<file path="src/rtl/fir_stream_driver_pkg.sv">
// ----------------------------------------------------------------------------
// fir_stream_driver_pkg
// Shared definitions for the FIR stream driver: default parameter values,
// FSM state encodings and a helper that sizes the wait/timeout counter.
// No ports (package).
// ----------------------------------------------------------------------------
package fir_stream_driver_pkg;

  localparam int FSD_DATA_WIDTH     = 24;
  localparam int FSD_FIFO_DEPTH     = 16;
  localparam int FSD_MIN_LATENCY    = 18;
  localparam int FSD_TIMEOUT_CYCLES = 1024;

  typedef logic [1:0] fsd_state_t;

  localparam fsd_state_t ST_IDLE        = 2'd0;
  localparam fsd_state_t ST_SEND        = 2'd1;
  localparam fsd_state_t ST_WAIT_RESULT = 2'd2;

  // Bits needed for a counter that must be able to hold max_count.
  function automatic int fsd_cnt_width(input int max_count);
    return $clog2(max_count + 1);
  endfunction

endpackage

</file>
<file path="src/rtl/fir_sample_fifo.sv">
// ----------------------------------------------------------------------------
// fir_sample_fifo
// Synchronous first-word-fall-through FIFO buffering upstream samples.
// Ports:
//   i_clk, i_rst_n    clock, asynchronous active-low reset
//   i_push            write iv_push_data (ignored while full)
//   iv_push_data      data to write
//   i_pop             drop the head entry (ignored while empty)
//   ov_head           current head entry (valid while !o_empty)
//   o_full, o_empty   occupancy flags
// ----------------------------------------------------------------------------
module fir_sample_fifo
  import fir_stream_driver_pkg::*;
#(
  parameter int DATA_WIDTH = FSD_DATA_WIDTH,
  parameter int FIFO_DEPTH = FSD_FIFO_DEPTH
) (
  input  logic                  i_clk,
  input  logic                  i_rst_n,
  input  logic                  i_push,
  input  logic [DATA_WIDTH-1:0] iv_push_data,
  input  logic                  i_pop,
  output logic [DATA_WIDTH-1:0] ov_head,
  output logic                  o_full,
  output logic                  o_empty
);

  localparam int AW = $clog2(FIFO_DEPTH);

  logic [DATA_WIDTH-1:0] r_mem [FIFO_DEPTH];
  logic [AW-1:0]         r_wr_ptr;
  logic [AW-1:0]         r_rd_ptr;
  logic [AW:0]           r_count;
  logic                  w_push;
  logic                  w_pop;

  assign w_push  = i_push && !o_full;
  assign w_pop   = i_pop && !o_empty;
  assign o_full  = (r_count == (AW+1)'(FIFO_DEPTH));
  assign o_empty = (r_count == (AW+1)'(0));
  assign ov_head = r_mem[r_rd_ptr];

  // Storage array; contents need no reset because the count gates every read.
  always_ff @(posedge i_clk) begin
    if (w_push) begin
      r_mem[r_wr_ptr] <= iv_push_data;
    end
  end

  // Pointers wrap naturally because the depth is a power of two.
  always_ff @(posedge i_clk or negedge i_rst_n) begin
    if (!i_rst_n) begin
      r_wr_ptr <= AW'(0);
      r_rd_ptr <= AW'(0);
      r_count  <= (AW+1)'(0);
    end else begin
      if (w_push) begin
        r_wr_ptr <= r_wr_ptr + AW'(1);
      end
      if (w_pop) begin
        r_rd_ptr <= r_rd_ptr + AW'(1);
      end
      case ({w_push, w_pop})
        2'b10:   r_count <= r_count + (AW+1)'(1);
        2'b01:   r_count <= r_count - (AW+1)'(1);
        default: r_count <= r_count;
      endcase
    end
  end

endmodule

</file>
<file path="src/rtl/fir_stream_driver.sv">
// ----------------------------------------------------------------------------
// fir_stream_driver
// Host-side driver for the FIR core sample handshake. Buffers upstream
// samples, issues them one at a time to the filter, collects each result after
// the minimum filter latency and forwards it on a valid/ready stream.
// Ports:
//   i_clk, i_rst_n                  clock, asynchronous active-low reset
//   i_en                            global enable (low freezes FSM/counters/FIFO)
//   iv_s_data, i_s_valid, o_s_ready upstream sample stream
//   ov_fir_din, o_fir_din_valid     sample presented to the filter
//   i_fir_ready                     filter consumed the sample (pulse)
//   iv_fir_dout, i_fir_dout_valid   filter result (level valid)
//   o_fir_ready                     result acknowledge (one-cycle pulse)
//   ov_m_data, o_m_valid, i_m_ready result stream to the sink
//   ov_result_count                 results loaded into the output register
//   o_timeout                       sticky timeout flag
// ----------------------------------------------------------------------------
module fir_stream_driver
  import fir_stream_driver_pkg::*;
#(
  parameter int DATA_WIDTH     = FSD_DATA_WIDTH,
  parameter int FIFO_DEPTH     = FSD_FIFO_DEPTH,
  parameter int MIN_LATENCY    = FSD_MIN_LATENCY,
  parameter int TIMEOUT_CYCLES = FSD_TIMEOUT_CYCLES
) (
  input  logic                  i_clk,
  input  logic                  i_rst_n,
  input  logic                  i_en,
  input  logic [DATA_WIDTH-1:0] iv_s_data,
  input  logic                  i_s_valid,
  output logic                  o_s_ready,
  output logic [DATA_WIDTH-1:0] ov_fir_din,
  output logic                  o_fir_din_valid,
  input  logic                  i_fir_ready,
  input  logic [DATA_WIDTH-1:0] iv_fir_dout,
  input  logic                  i_fir_dout_valid,
  output logic                  o_fir_ready,
  output logic [DATA_WIDTH-1:0] ov_m_data,
  output logic                  o_m_valid,
  input  logic                  i_m_ready,
  output logic [31:0]           ov_result_count,
  output logic                  o_timeout
);

  localparam int               CNT_W     = fsd_cnt_width(TIMEOUT_CYCLES);
  localparam logic [CNT_W-1:0] C_MIN_LAT = CNT_W'(MIN_LATENCY);
  localparam logic [CNT_W-1:0] C_TO_LAST = CNT_W'(TIMEOUT_CYCLES - 1);

  fsd_state_t            r_state;
  logic [CNT_W-1:0]      r_wait_cnt;
  logic [DATA_WIDTH-1:0] r_fir_din;
  logic                  r_fir_din_valid;
  logic                  r_fir_ready;
  logic [DATA_WIDTH-1:0] r_m_data;
  logic                  r_m_valid;
  logic [31:0]           r_result_count;
  logic                  r_timeout;

  fsd_state_t            w_state_nxt;
  logic [CNT_W-1:0]      w_cnt_nxt;
  logic [DATA_WIDTH-1:0] w_din_nxt;
  logic                  w_din_valid_nxt;
  logic                  w_timeout_set;
  logic                  w_capture;
  logic                  w_out_free;
  logic                  w_push;
  logic                  w_pop;
  logic                  w_full;
  logic                  w_empty;
  logic [DATA_WIDTH-1:0] w_head;

  // Ready is qualified by reset so every output reads 0 while reset is held.
  assign o_s_ready  = !w_full && i_en && i_rst_n;
  assign w_push     = i_s_valid && o_s_ready;
  assign w_pop      = i_en && (r_state == ST_IDLE) && !w_empty;
  // The output register can take a new result if empty or draining this cycle.
  assign w_out_free = !r_m_valid || i_m_ready;
  assign w_capture  = i_en && (r_state == ST_WAIT_RESULT) && (r_wait_cnt >= C_MIN_LAT) &&
                      i_fir_dout_valid && w_out_free;

  fir_sample_fifo #(
    .DATA_WIDTH (DATA_WIDTH),
    .FIFO_DEPTH (FIFO_DEPTH)
  ) u_fifo (
    .i_clk        (i_clk),
    .i_rst_n      (i_rst_n),
    .i_push       (w_push),
    .iv_push_data (iv_s_data),
    .i_pop        (w_pop),
    .ov_head      (w_head),
    .o_full       (w_full),
    .o_empty      (w_empty)
  );

  // Next-state logic for the sample handshake FSM and its wait/timeout counter.
  always_comb begin
    w_state_nxt     = r_state;
    w_cnt_nxt       = r_wait_cnt;
    w_din_nxt       = r_fir_din;
    w_din_valid_nxt = r_fir_din_valid;
    w_timeout_set   = 1'b0;
    if (i_en) begin
      case (r_state)
        ST_IDLE: begin
          if (!w_empty) begin
            w_state_nxt     = ST_SEND;
            w_din_nxt       = w_head;
            w_din_valid_nxt = 1'b1;
            w_cnt_nxt       = CNT_W'(0);
          end else begin
            w_state_nxt = ST_IDLE;
          end
        end
        ST_SEND: begin
          // A consume pulse on the last allowed cycle still counts as consumed.
          if (i_fir_ready) begin
            w_state_nxt     = ST_WAIT_RESULT;
            w_din_valid_nxt = 1'b0;
            w_cnt_nxt       = CNT_W'(0);
          end else if (r_wait_cnt == C_TO_LAST) begin
            w_state_nxt     = ST_IDLE;
            w_din_valid_nxt = 1'b0;
            w_cnt_nxt       = CNT_W'(0);
            w_timeout_set   = 1'b1;
          end else begin
            w_cnt_nxt = r_wait_cnt + CNT_W'(1);
          end
        end
        ST_WAIT_RESULT: begin
          if (w_capture) begin
            w_state_nxt = ST_IDLE;
            w_cnt_nxt   = CNT_W'(0);
          end else if (r_wait_cnt == C_TO_LAST) begin
            w_state_nxt   = ST_IDLE;
            w_cnt_nxt     = CNT_W'(0);
            w_timeout_set = 1'b1;
          end else begin
            w_cnt_nxt = r_wait_cnt + CNT_W'(1);
          end
        end
        default: begin
          w_state_nxt     = ST_IDLE;
          w_din_valid_nxt = 1'b0;
          w_cnt_nxt       = CNT_W'(0);
        end
      endcase
    end else begin
      w_state_nxt = r_state;
    end
  end

  // FSM state, wait counter and the registered filter-side sample.
  always_ff @(posedge i_clk or negedge i_rst_n) begin
    if (!i_rst_n) begin
      r_state         <= ST_IDLE;
      r_wait_cnt      <= CNT_W'(0);
      r_fir_din       <= DATA_WIDTH'(0);
      r_fir_din_valid <= 1'b0;
      r_timeout       <= 1'b0;
    end else begin
      r_state         <= w_state_nxt;
      r_wait_cnt      <= w_cnt_nxt;
      r_fir_din       <= w_din_nxt;
      r_fir_din_valid <= w_din_valid_nxt;
      r_timeout       <= r_timeout | w_timeout_set;
    end
  end

  // Result register, acknowledge pulse and delivered-result counter.
  // Draining via i_m_ready works regardless of i_en; loading needs i_en.
  always_ff @(posedge i_clk or negedge i_rst_n) begin
    if (!i_rst_n) begin
      r_m_data       <= DATA_WIDTH'(0);
      r_m_valid      <= 1'b0;
      r_fir_ready    <= 1'b0;
      r_result_count <= 32'd0;
    end else begin
      r_fir_ready <= w_capture;
      if (w_capture) begin
        r_m_data       <= iv_fir_dout;
        r_m_valid      <= 1'b1;
        r_result_count <= r_result_count + 32'd1;
      end else if (i_m_ready) begin
        r_m_valid <= 1'b0;
      end else begin
        r_m_valid <= r_m_valid;
      end
    end
  end

  assign ov_fir_din      = r_fir_din;
  assign o_fir_din_valid = r_fir_din_valid;
  assign o_fir_ready     = r_fir_ready;
  assign ov_m_data       = r_m_data;
  assign o_m_valid       = r_m_valid;
  assign ov_result_count = r_result_count;
  assign o_timeout       = r_timeout;

endmodule

</file>
<file path="config.mk">
export PLATFORM = sky130hd
export DESIGN_NAME = fir_stream_driver
export DESIGN_NICKNAME = d
export VERILOG_FILES = /design/src/rtl/fir_stream_driver_pkg.sv /design/src/rtl/fir_sample_fifo.sv /design/src/rtl/fir_stream_driver.sv
export SDC_FILE = /design/constraint.sdc
export NUM_CORES = 1
export LEC_CHECK = 0
export ABC_AREA = 1
export BUFFER_PORTS_ARGS = -buffer_cell sky130_fd_sc_hd__buf_2
export CAP_MARGIN = 20
export CORE_UTILIZATION = 65
export DETAILED_ROUTE_END_ITERATION = 10
export MAX_ROUTING_LAYER = met4
export PLACE_DENSITY = 0.91
export SYNTH_ARGS = -nofsm -noshare
export SYNTH_HDL_FRONTEND = slang
export SYNTH_SLANG_ARGS = --single-unit
export TNS_END_PERCENT = 50
</file>
<file path="constraint.sdc">
create_clock -name i_clk -period 9 [get_ports i_clk]
set_input_delay 1.35 -clock i_clk [delete_from_list [all_inputs] [get_ports i_clk]]
set_output_delay 1.35 -clock i_clk [all_outputs]
set_load 0.05 [all_outputs]
</file>
======== Yosys cells after proc, flatten, opt, wreduce, memory -nomap -nowiden ========
Memories as Yosys holds them, arrays and structs flattened. A register that Yosys moved wholly into a read port is not among the register bits.
Cells that the tools add are included.
Widths: inputs -> output; s select.
storage, ports and cells
  register bits ........................... 86
  bits in latches ......................... 0
  bits in writable memories ............... 384
  ROM bits ................................ 0
  input bits .............................. 55
  output and inout port bits .............. 85
  logic and storage cells ................. 77
  memories kept ........................... 1
operators by class
  $add $sub $neg .......................... 6
  multipliers ............................. 0
  div/mod/pow operators ................... 0
  magnitude comparators ................... 1
  equality and inequality tests ........... 8
  shift operators ......................... 0
  multiplexer cells ....................... 24
  bitwise gates (word level) .............. 3
  reductions and logical operators ........ 23
memories
  name          words  width  read ports  clocked after memory_dff  write ports  RTL line               text
  u_fifo.r_mem  16     24     1           1                         1            fir_sample_fifo.sv:30  logic [DATA_WIDTH-1:0] r_mem [FIFO_DEPTH];
operator list
  operator               count
  $mux 11                4
  $pmux 11 s3            1
  $add 32x1->32 const B  1
  $mux 1                 12
  $add 11x1->11 const B  1
  $eq 11x10->1 const B   1
  $ge 11x5->1 const B    1
  $logic_and 1x1->1      11
  $pmux 5 s2             1
  $add 4x1->4 const B    2
  $mux 2                 3
  $pmux 2 s3             1
  $add 5x1->5 const B    1
  $eq 5x5->1 const B     1
  $logic_not 5->1        1
  $sub 5x1->5 const B    1
  $eq 2x1->1 const B     2
  $eq 2x2->1 const B     2
  $logic_not 1->1        4
  $reduce_and 4->1       1
  $reduce_bool 2->1      2
  $ne 3x3->1 const B     1
  $pmux 1 s3             1
  $reduce_and 3->1       1
  7 further kinds        8

======== Longest topological paths before layout ========
  depth after elaboration ................. 9
  depth in mapped cells ................... 15
  gate-level depth less buffers ........... 15

======== Cells and area by module ========
Synthesis repeated with hierarchy kept, for this count alone.
second synthesis, totals
  cell total of the unflattened synthesis .. 2261
  area total of the unflattened synthesis .. 21787.1 µm²
modules (own cells, without submodules)
  module             instances  cells each  area an instance (µm²)  seq. area each (µm²)
  fir_sample_fifo    1          1618        16941.2                 11856.4
  fir_stream_driver  1          643         4845.9                  2427.3

======== Least setup slack after synthesis ========
OpenSTA, ideal clock, no wires.
  path type ............................... input to register
  from .................................... input port i_rst_n
  to ...................................... memory u_fifo.r_mem[11][0] (netlist bit) (enable)
  setup time .............................. 435 ps
  data arrival time ....................... 3681 ps
  required time ........................... 8565 ps
  setup slack ............................. 4884 ps
  stages .................................. 4
  buffers on the path ..................... 0
  path through ............................ nand3_1 > inv_1 > nand2_1 > nor3_1
on the way
  word-level cells in the longest chain between the ends .. 5
RTL lines
  item                          RTL line                 text
  start: declaration            fir_stream_driver.sv:27  input logic i_rst_n,
  $logic_and 1x1->1             fir_stream_driver.sv:73  assign o_s_ready = !w_full && i_en && i_rst_n;
  via o_s_ready                 fir_stream_driver.sv:31  output logic o_s_ready,
  $logic_and 1x1->1             fir_stream_driver.sv:74  assign w_push = i_s_valid && o_s_ready;
  $logic_and 1x1->1             fir_sample_fifo.sv:37    assign w_push = i_push && !o_full;
  $mux 1                        fir_sample_fifo.sv:45    if (w_push) begin
  $mux 1 (not written as such)  fir_sample_fifo.sv:46    r_mem[r_wr_ptr] <= iv_push_data;
  end: declaration              fir_sample_fifo.sv:30
The timed path passes the listed nets, and every way through them passes these cells.

==> flow_metrics.tcl <==
set metrics [dict create \
    switchingPower_uw 2470 \
    cp_max_fo 100 \
    r2r.worst_path.cells 8 \
    switching_share_pct 36.3 \
    dp_hpwl_um 28500 \
    post_cts_buffers 0 \
    io_pins 140 \
    synth-seq-cells 494 \
    rsz0062_at_grt "false" \
    critPathArrivalTime_ps 4080 \
    wl_per_cell_um 20.3 \
    reg2reg_from "u_fifo.r_rd_ptr[0]" \
    status "complete, no violations" \
    synth_area_um2 20700 \
    die_x_um 181 \
    holdCritStartpoint "o_timeout" \
    dieArea_um2 32600 \
    syn_to_final_growth_pct 12.9 \
    critPathMaxStageDelay_ps 830 \
    clock.fmax_ghz 0.278 \
    setup_viol 0 \
    cellPowerDensity_nw_per_um2 291 \
    ir_drop_uv 306 \
    grt_pass1_vias 14800 \
    regToRegSetupSlack_ps 5410 \
    drt_iter0_markers 1841 \
    maxCapViolations 0 \
    ys_warn_count 0 \
    worst_pin_slew_ps 1150 \
    numClockSinks 494 \
    overflow 0 \
    grt_max_degree 101 \
    slowest_stage "dfrtp_4" \
    totalWireLength_um 49400 \
    period_minus_slack_ps 3590 \
    root_buffer "clkbuf_16" \
    die_h_um 181 \
    ctsResizeCount 0 \
    syn-num-nets 1933 \
    worstSkewPairLatency_ps 590 \
    cp_common_cell "nand2_1" \
    drive_gt1_share_pct 12.9 \
    antenna_found_initial 0 \
    hold_viol 0 \
    dr_total_vias 15000 \
    fin_crit_sh_pct 39.9 \
    crit_chain "inv_4 > buf_4 > o21ai_0 > o22ai_1 > nand2_1 > a21oi_1 > nand2_1 > nand2_1" \
    initial_core_util_pct 65.8 \
    antenna_cells 0 \
    io_buffers 139 \
    regArea_um2 14300 \
    min_to "o_timeout" \
    yosysUniqueCellTypes 34 \
    clk_pin_slew_ps 60 \
    drc 0 \
    cp-end-kind "register" \
    power_frac_clock_pct 30.3 \
    grt_use_total_pct 31.2 \
    grt_pass1_wl_um 76300 \
    critPathKind "register to register" \
    cts_buffers 48 \
    nets 2059 \
    p_int_uw 4340 \
    relSlewSlack_pct 23.5 \
    avgSynthCellArea_um2 11.1 \
    fin_util_pct 74.3 \
    clock_skew_ps 49.7 \
    critPathLaunchType "register" \
    multi_input_area_um2 5790 \
    antenna_left 0 \
    core_um2 31500 \
    reg2reg_to "ov_fir_din[22]" \
    min_path_type "register to register" \
    num_rows 65 \
    cts_buffer_depth 3 \
    pwr-share-comb_pct 29.0 \
    p_leak_uw 0.00937 \
    tns_ps 0 \
    seqPwrFrac_pct 40.8 \
    cp.required_ps 9490 \
    viasPerCell 6.16 \
    cts_tree "built" \
    n_fill_cell 1866 \
    gp_congestion 0.906 \
    synth-seq-area-share_pct 68.9 \
    postCtsHoldBufs 0 \
    drt_first_pass_iters 6 \
    drv_slew 0 \
    htree_levels 2 \
    syn_inst 1861 \
    hold_depth 2 \
]
[state kept, by name (all words and copies together), names as in the netlist, 2 cells and up]
signal	flops
u_fifo.r_mem	384
u_fifo.r_wr_ptr	4
ov_result_count	32
u_fifo.r_count	5
ov_m_data	24
u_fifo.r_rd_ptr	4
ov_fir_din	24
r_state	2
r_wait_cnt	11
[layout make-up]
class | instances | share of cell area (%)
Inverter | 65 | 1.05
Sequential cell | 494 | 61.1
Tap cell | 402 | 2.15
Timing Repair Buffer | 163 | 3.99
Clock buffer | 67 | 5.61
Multi-Input combinational cell | 1215 | 24.7
Clock inverter | 23 | 1.35
[worst max-delay path: cells and delay by family, from the launching register on]
family          cells  cell delay [ps]
buf+inv             2             1600
flops               1              830
simple gates        3              230
compound gates      3              650
[synthesized netlist by cell type]
library cell  number  area [µm²]
a21boi_0           3        22.5
a21boi_1          22         165
a21oi_1           77         385
buf_1              1        3.75
buf_2             28         140
buf_4             11        82.6
buf_6              8        90.1
clkbuf_1          36         135
clkbuf_2           3        15.0
dfrtp_1          110        2750
edfxtp_1         384       11500
fa_1               1        20.0
ha_1              16         200
inv_1             61         229
inv_2              4        15.0
mux2i_1           24         240
nand2_1          528        1980
nand2_2            1        6.26
nand3_1           33         165
nand3_2            3        30.0
nand3b_1           3        22.5
nand4_1            4        25.0
nand4_2            1        12.5
nor2_1           222         833
nor2_4             1        11.3
nor3_1            19        95.1
nor3_2             2        20.0
nor4_1             1        6.26
o211ai_1           1        7.51
o21ai_0          129         646
o21ai_1           37         185
o22ai_1           48         300
xnor2_1            7        61.3
xor2_1            32         280
[kinds of logic after synthesis]
group                    after synthesis  synth area share [%]
AO/OA/AOI/OAI                        317                  8.26
XOR/XNOR                              39                  1.65
multiplexers                          24                  1.16
flip-flops                           494                  68.9
buffers and inverters                152                  3.43
AND/OR/NAND/NOR                      818                  15.5
adder cells (fa/ha/maj)               17                  1.06
[layer usage]
metal	track usage, %	share of wire (%)
met5	-	0
met3	4.69	11
met1	40.3	37
met4	14.4	3.2
met2	49.4	49
[placed cells by master (no fill, tap or decap), types with 6 or more instances in the layout]
cell type and n:
a21boi_1 22, a21oi_1 77, buf_2 138, buf_4 20, bufinv_16 6, clkbuf_1 15, clkbuf_16 48, clkinv_1 7
dfrtp_1 109, edfxtp_1 384, ha_1 16, inv_1 60, mux2i_1 24, nand2_1 527, nand3_1 33, nor2_1 208
nor2_2 11, nor3_1 17, o21ai_0 129, o21ai_1 37, o22ai_1 48, xnor2_1 7, xor2_1 32
[worst max path at each step]
stage                                   from             endpoint  slack [ps]  depth (start not counted)
after floorplan                      i_rst_n  u_fifo.r_mem[11][0]        4880                          4
after global placement               i_rst_n   u_fifo.r_mem[6][4]        4990                          7
after detailed placement             i_rst_n  u_fifo.r_mem[6][15]        5130                          8
after CTS                            i_rst_n            o_s_ready        5470                          4
after global routing      u_fifo.r_rd_ptr[0]        ov_fir_din[3]        5260                          8
final                     u_fifo.r_rd_ptr[0]       ov_fir_din[22]        5410                          8
[power groups by stage]
stage	sequential (µW)	clock (µW)	combinational, µW
floorplan	2930	0	1250
global placement	2800	0	1800
detailed placement	2810	0	1900
CTS	2770	2060	1930
global route	2790	2150	2130
finish	2770	2060	1970
[through the flow]
stage          cells  total power (µW)  setup slack, ps  hold WS [ps]  cell area [µm²]
2_1_floorplan   1861              4170             4880           467            20700
3_3_place_gp    2334              4600             4990           441            21700
3_5_place_dp    2337              4710             5130           453            21700
4_1_cts         2427              6760             5470           468            23300
5_1_grt         2429              7070             5260           494            23400
6_report        2429              6800             5410           461            23400
No activity file was read; power rests on OpenSTA's default activity.
